<file path="src/rtl/fht_stream_ctrl_pkg.sv">
// fht_stream_ctrl_pkg: shared defaults and FSM state encoding for the FHT
// streaming host front end (fht_stream_ctrl and fht_row_unpack).
package fht_stream_ctrl_pkg;

  localparam int IN_BIT_DEF = 15;  // ADC sample width (two's complement)
  localparam int D_BIT_DEF  = 16;  // core data width
  localparam int A_BIT_DEF  = 8;   // per-bank address width
  localparam int N_BANK_DEF = 4;   // bank count, power of two 2..16
  localparam int OVR_W      = 16;  // overrun counter width

  typedef enum logic [2:0] {
    ST_LOAD,
    ST_START,
    ST_WAIT_LO,
    ST_WAIT_HI,
    ST_FETCH,
    ST_CAPT,
    ST_EMIT
  } state_t;

endpackage

</file>
<file path="src/rtl/fht_row_unpack.sv">
// fht_row_unpack: holds one RAM(A) row (N_BANK words) and serialises it onto
// the valid/ready output stream, word 0 first. Asserts o_row_done on the
// handshake of the final word so the controller can fetch the next row.
module fht_row_unpack
  import fht_stream_ctrl_pkg::*;
#(
  parameter int D_BIT  = D_BIT_DEF,
  parameter int N_BANK = N_BANK_DEF
) (
  input  logic                    i_clk,
  input  logic                    i_rst_n,
  input  logic                    i_capt,
  input  logic [N_BANK*D_BIT-1:0] i_row,
  input  logic                    i_last_row,
  input  logic                    i_out_ready,
  output logic                    o_out_valid,
  output logic [D_BIT-1:0]        o_out_data,
  output logic                    o_out_last,
  output logic                    o_row_done
);

  localparam int W_BIT = $clog2(N_BANK);

  logic [D_BIT-1:0] r_buf [N_BANK];
  logic [W_BIT-1:0] r_word;
  logic             r_valid;
  logic             w_fire;
  logic             w_last_word;

  assign w_fire      = r_valid && i_out_ready;
  assign w_last_word = (r_word == W_BIT'(N_BANK - 1));

  // Row capture, word index advance and valid tracking.
  always_ff @(posedge i_clk or negedge i_rst_n) begin
    if (!i_rst_n) begin
      r_valid <= 1'b0;
      r_word  <= '0;
      // NOTE: the buffer is only N_BANK registers, so it is reset to keep
      // o_out_data at zero out of reset; a real RAM would not be.
      for (int b = 0; b < N_BANK; b++) r_buf[b] <= '0;
    end else if (i_capt) begin
      for (int b = 0; b < N_BANK; b++) r_buf[b] <= i_row[b*D_BIT +: D_BIT];
      r_word  <= '0;
      r_valid <= 1'b1;
    end else if (w_fire) begin
      if (w_last_word) begin
        r_valid <= 1'b0;
        r_word  <= '0;
      end else begin
        r_word <= r_word + 1'b1;
      end
    end
  end

  // Outputs come straight from registers, so they hold while stalled.
  assign o_out_valid = r_valid;
  assign o_out_data  = r_valid ? r_buf[r_word] : '0;
  assign o_out_last  = r_valid && i_last_row && w_last_word;
  assign o_row_done  = w_fire && w_last_word;

endmodule

</file>
<file path="src/rtl/fht_stream_ctrl.sv">
// fht_stream_ctrl: streaming host front end for the FHT core. Loads a frame of
// N_BANK * 2**A_BIT samples into banked RAM(A), strobes the core, waits for
// completion and streams the results back out row by row.
// Optional build macro FHT_OVERRUN_CNT_EN adds oOVERRUN_CNT / oOVERRUN_LAST,
// counting cycles where a sample was offered while the block was busy.
module fht_stream_ctrl
  import fht_stream_ctrl_pkg::*;
#(
  parameter int IN_BIT = IN_BIT_DEF,
  parameter int D_BIT  = D_BIT_DEF,
  parameter int A_BIT  = A_BIT_DEF,
  parameter int N_BANK = N_BANK_DEF
) (
  input  logic                    iCLK,
  input  logic                    iRESET,
  input  logic                    iIN_VALID,
  input  logic [IN_BIT-1:0]       iIN_DATA,
  output logic                    oIN_READY,
  output logic [A_BIT-1:0]        oWR_ADDR,
  output logic [D_BIT-1:0]        oWR_DATA,
  output logic [N_BANK-1:0]       oWE,
  output logic [A_BIT-1:0]        oRD_ADDR,
  input  logic [N_BANK*D_BIT-1:0] iRD_DATA,
  output logic                    oSTART,
  input  logic                    iCORE_RDY,
  output logic                    oOUT_VALID,
  output logic [D_BIT-1:0]        oOUT_DATA,
  output logic                    oOUT_LAST,
  input  logic                    iOUT_READY,
`ifdef FHT_OVERRUN_CNT_EN
  output logic [OVR_W-1:0]        oOVERRUN_CNT,
  output logic [OVR_W-1:0]        oOVERRUN_LAST,
`endif
  output logic                    oBUSY
);

  localparam int LB    = $clog2(N_BANK);
  localparam int CNT_W = A_BIT + LB;

  state_t           r_state;
  logic [CNT_W-1:0] r_load_cnt;
  logic             r_start_cnt;
  logic [A_BIT-1:0] r_row;
  logic             w_in_fire;
  logic             w_last_row;
  logic             w_row_done;
  logic             w_enter_load;

  assign oIN_READY    = (r_state == ST_LOAD);
  assign oSTART       = (r_state == ST_START);
  assign oBUSY        = (r_state != ST_LOAD);
  assign oRD_ADDR     = r_row;
  assign w_in_fire    = iIN_VALID && oIN_READY;
  assign w_last_row   = (r_row == {A_BIT{1'b1}});
  assign w_enter_load = (r_state == ST_EMIT) && w_row_done && w_last_row;

  // Load path: sample n goes to bank n mod N_BANK at address n / N_BANK.
  assign oWE      = w_in_fire ? (N_BANK'(1) << r_load_cnt[LB-1:0]) : '0;
  assign oWR_ADDR = w_in_fire ? r_load_cnt[LB +: A_BIT] : '0;
  assign oWR_DATA = w_in_fire ? {{(D_BIT-IN_BIT){iIN_DATA[IN_BIT-1]}}, iIN_DATA} : '0;

  // Frame sequencing: load, strobe core, wait for its busy pulse, unload rows.
  always_ff @(posedge iCLK or negedge iRESET) begin
    if (!iRESET) begin
      r_state     <= ST_LOAD;
      r_load_cnt  <= '0;
      r_start_cnt <= 1'b0;
      r_row       <= '0;
    end else begin
      // NOTE: all state updates are non-blocking so every branch sees the
      // pre-edge values, independent of statement order.
      case (r_state)
        ST_LOAD: begin
          if (w_in_fire) begin
            r_load_cnt <= r_load_cnt + 1'b1;  // wraps to 0 after the last sample
            if (r_load_cnt == {CNT_W{1'b1}}) r_state <= ST_START;
          end
        end
        ST_START: begin
          // Two-cycle strobe so the half-rate core control always sees it.
          if (r_start_cnt) begin
            r_start_cnt <= 1'b0;
            r_state     <= ST_WAIT_LO;
          end else begin
            r_start_cnt <= 1'b1;
          end
        end
        ST_WAIT_LO: if (!iCORE_RDY) r_state <= ST_WAIT_HI;
        ST_WAIT_HI: begin
          if (iCORE_RDY) begin
            r_row   <= '0;
            r_state <= ST_FETCH;
          end
        end
        ST_FETCH: r_state <= ST_CAPT;
        ST_CAPT:  r_state <= ST_EMIT;
        ST_EMIT: begin
          if (w_enter_load) begin
            r_row   <= '0;
            r_state <= ST_LOAD;
          end else if (w_row_done) begin
            r_row   <= r_row + 1'b1;
            r_state <= ST_FETCH;
          end
        end
        default: r_state <= ST_LOAD;
      endcase
    end
  end

  fht_row_unpack #(
    .D_BIT  (D_BIT),
    .N_BANK (N_BANK)
  ) u_row_unpack (
    .i_clk       (iCLK),
    .i_rst_n     (iRESET),
    .i_capt      (r_state == ST_CAPT),
    .i_row       (iRD_DATA),
    .i_last_row  (w_last_row),
    .i_out_ready (iOUT_READY),
    .o_out_valid (oOUT_VALID),
    .o_out_data  (oOUT_DATA),
    .o_out_last  (oOUT_LAST),
    .o_row_done  (w_row_done)
  );

`ifdef FHT_OVERRUN_CNT_EN
  logic [OVR_W-1:0] r_ovr_cnt;
  logic [OVR_W-1:0] r_ovr_last;
  logic [OVR_W-1:0] w_ovr_next;

  // Saturating count of samples offered while not ready.
  always_comb begin
    // NOTE: default first so no path leaves w_ovr_next unassigned (no latch).
    w_ovr_next = r_ovr_cnt;
    if (iIN_VALID && !oIN_READY && (r_ovr_cnt != {OVR_W{1'b1}}))
      w_ovr_next = r_ovr_cnt + 1'b1;
  end

  // Snapshot the frame's count on return to LOAD, then restart from zero.
  always_ff @(posedge iCLK or negedge iRESET) begin
    if (!iRESET) begin
      r_ovr_cnt  <= '0;
      r_ovr_last <= '0;
    end else if (w_enter_load) begin
      r_ovr_last <= w_ovr_next;
      r_ovr_cnt  <= '0;
    end else begin
      r_ovr_cnt <= w_ovr_next;
    end
  end

  assign oOVERRUN_CNT  = r_ovr_cnt;
  assign oOVERRUN_LAST = r_ovr_last;
`endif

endmodule

</file>
<file path="config.mk">
export PLATFORM = sky130hd
export DESIGN_NAME = fht_stream_ctrl
export DESIGN_NICKNAME = d
export VERILOG_FILES = /design/src/rtl/fht_stream_ctrl_pkg.sv /design/src/rtl/fht_row_unpack.sv /design/src/rtl/fht_stream_ctrl.sv
export SDC_FILE = /design/constraint.sdc
export NUM_CORES = 1
export LEC_CHECK = 0
export CAP_MARGIN = 20
export CORE_ASPECT_RATIO = 0.8
export CORE_MARGIN = 5
export CORE_UTILIZATION = 47
export CTS_BUF_LIST = sky130_fd_sc_hd__clkbuf_8 sky130_fd_sc_hd__clkbuf_16
export DETAILED_ROUTE_END_ITERATION = 10
export HOLD_SLACK_MARGIN = 0.08
export PLACE_DENSITY = 0.81
export RECOVER_POWER = 100
export SLEW_MARGIN = 20
export SYNTH_ARGS = -nofsm -noshare
export SYNTH_HDL_FRONTEND = slang
export SYNTH_HIERARCHICAL = 1
export SYNTH_SLANG_ARGS = --single-unit
</file>
<file path="constraint.sdc">
create_clock -name iCLK -period 2.55 [get_ports iCLK]
set_clock_uncertainty 0.15 [all_clocks]
set_input_delay 0.255 -clock iCLK [delete_from_list [all_inputs] [get_ports iCLK]]
set_output_delay 0.255 -clock iCLK [all_outputs]
set_load 0.02 [all_outputs]
</file>
==> metrics <==
cell accounting for the most synthesized area dfrtp_1; busiest grt layer met2; CTS tree done; Vias between 3k and 4k; Clock Tree Root clkbuf_16; nets between 500 and 600; filler instances between 600 and 700; Syn Nets approximately 450; cell count after synthesis between 300 and 400; number of global-route vias before repair ~3.4k; post-route cell area approximately 6300 um^2; core region area 9190 um^2; final worst slack ~73 ps; Unique masters post-synth 37; CP Launch Type register; # rows 31; dpl ws 104 ps; Worst-Skew Late Latency ~330 ps; Max VDD drop 0.816 mV; top cells by area, synth dfrtp_1, mux2_2, mux2i_1, mux2_4, and2_1; kind of critical path register to primary output; DRC Markers 0; Min-Delay Path Class register to register; Worst Path Required between 2000 and 2500 ps; Avg Inst Size Synth ~12 um^2; power per cell area roughly 1100 nW/um^2; crit path DAT 2070 ps; Max Slew Vio Count 0; Max-Cap Viols 0; Num CTS Buffers 9; DRT iter0 DRCs approximately 150; Initial Util 48.8%; max incr delay on CP roughly 600 ps; DRT antenna net count 0; H-tree depth 3; unrepaired setup endpoints after global routing true; Total GRT Usage 18.5%; Die X between 100 and 150 um; final hold viol count 0; Clock Path Buffers 2; I/O Buffers 140; Chip Height a little under 100 um; status finished, final reports clean; GR Util met3 around 5.2%; Crit path buffers/inverters 2; Area Growth Syn to Fin 40.8%; die area approximately 12000 um^2; Post-Syn Area roughly 4500 um^2; final std cells w/o fill 621; CP Max Fanout 14; # IOs 141; #FFs+latches synth 89; largest net degree at the start of global routing 68; total inserted antenna cells 0; CP delay by family, top buffers and inverters; number of antenna violations at the first check in global routing 0; WL per Instance 17.1 um; Final Cycle Share about 97%; wire length of the first global-routing pass around 17 mm; layout cells sized above 1 between 10% and 20%; Placed Area about 6000 um^2; drt pass-1 iters 4; P_leak approximately 2.9 nW; fmax a little over 400 MHz; met2 usage ~30%; Slowest cell on crit path clkdlybuf4s50_1; grt ovf 0; Synth top area share between 40 and 50%; routed wire length approximately 11 mm; Synth Warn # 6; relative slew slack between 20% and 30%; minimum clock period around 2500 ps; Worst Tran Pin Value approximately 1100 ps; CTS sink count 89; element type at the critical path end primary output; vias per cell 5.26; clock-pin slew on the worst setup and hold paths about 60 ps; placed cells 602; total power around 7.1 mW; gpl congestion 0.789; post-synthesis sequential area ratio between 40% and 50%; cells traversed along the worst timing path nor4b_4 > buf_6 > and2_1 > clkdlybuf4s50_1; GR Util met1 24.5%; dpl hpwl about 7.6 mm; setup violators final 0
synth_stat cells:
cell type	instances
mux2_4	20
clkbuf_1	4
a21bo_1	1
or4b_1	2
ha_1	6
and2_1	24
a21oi_1	8
dfrtp_1	89
mux2_1	7
buf_4	5
buf_6	8
nand4_1	8
xnor2_1	7
o31ai_1	3
nand3b_1	3
mux2i_1	32
nor4b_2	1
and3_1	4
mux2_2	37
nand4bb_1	1
inv_1	8
nand2b_1	5
o22ai_1	16
xor2_1	5
or4_1	3
o21ai_0	12
or2_2	1
nand3_1	8
buf_2	5
nand2_1	9
o21bai_1	1
a21bo_2	2
nor3b_1	2
a32o_1	1
nor2_1	6
o2bb2ai_1	1
nor3_1	4
power by group:
group	internal, mW	total, mW	switching (mW)
clock	0.658	1.19	0.533
sequential	2.05	2.47	0.426
combinational	1.85	3.41	1.56
metrics by stage:
| stage | utilization (%) | hold slack [ps] | setup TNS, ps |
|---|---|---|---|
| after floorplan | - | -191 | 0 |
| after global placement | 65.0 | 136 | 0 |
| after detailed placement | 65.0 | 141 | 0 |
| after CTS | 68.2 | 333 | 0 |
| after global routing | 68.7 | 356 | -58.8 |
| final | 68.7 | 325 | 0 |
final cells by class:
| class | count | area [um^2] | area share (%) |
|---|---|---|---|
| timing repair buffer | 153 | 1560 | 24.8 |
| sequential | 89 | 2230 | 35.3 |
| inverter | 8 | 30.0 | 0.476 |
| multi-input combinational | 240 | 2070 | 32.9 |
| clock inverter | 7 | 46.3 | 0.733 |
| clock buffer | 9 | 225 | 3.57 |
| tap | 115 | 144 | 2.28 |
state kept, by name, indices dropped and copies added, names as in the netlist:
signal / flops
oRD_ADDR: 8
r_load_cnt: 10
r_start_cnt: 1
r_state: 3
u_row_unpack/o_out_valid: 1
u_row_unpack/r_buf: 64
u_row_unpack/r_word: 2
metal layers:
metal	share of wire, %	routed length, um	up-vias
met5	0	0	-
met4	1.6	170	0
met3	6.4	674	10
met2	48	5080	98
met1	44	4690	1587
li1	-	-	1570
worst reg2reg max path, stage by stage, from the launching register on:
cell and delay (ps):
dfrtp_2 410, buf_4 210, ha_1 200, and3_1 190, nand3b_1 120, a21bo_1 310
or4_1 530, a21oi_1 150
worst paths after layout:
path / slack, ps / from / depth (start not counted) / end
min in group asynchronous: 500 / iRESET / 2 / r_load_cnt[1]
max in group asynchronous: 420 / iRESET / 3 / r_state[0]
worst min register to register: 320 / r_load_cnt[9] / 1 / r_load_cnt[9]
worst max register to register: 210 / u_row_unpack/r_word[1] / 7 / oRD_ADDR[7]
worst min-delay path: 320 / r_load_cnt[9] / 1 / r_load_cnt[9]
worst max-delay path: 70 / r_state[0] / 4 / oWR_DATA[5]
cells by family after synthesis:
| kind of cell | synth area share (%) |
|---|---|
| multiplexers | 24.9 |
| AO/OA/AOI/OAI | 6.22 |
| flip-flops | 49.7 |
| adder cells (fa/ha/maj) | 1.67 |
| XOR/XNOR | 2.34 |
| AND/OR/NAND/NOR | 10.8 |
| buffers and inverters | 4.41 |
cell usage in the layout (no fill, tap or decap), types with 4 or more instances in the layout:
cell type / count
a21oi_1: 8
and2_1: 24
and3_1: 4
buf_4: 7
clkbuf_16: 9
clkdlybuf4s50_1: 119
dfrtp_1: 87
dlygate4sd2_1: 4
dlymetal6s2s_1: 16
ha_1: 6
inv_1: 9
mux2_1: 7
mux2_2: 37
mux2_4: 20
mux2i_1: 32
nand2_1: 9
nand2b_1: 5
nand3_1: 8
nand4_1: 8
nor2_1: 6
nor3_1: 4
o21ai_0: 12
o22ai_1: 16
xnor2_1: 7
xor2_1: 5
timing repair:
item,in CTS,in global routing
gates resized for setup,5,21
gates cloned,0,1
setup endpoints to repair,17,25
buffers inserted,1,0
hold endpoints to repair,44,0
hold buffers,1,0
(Power assumes the default switching activity.)
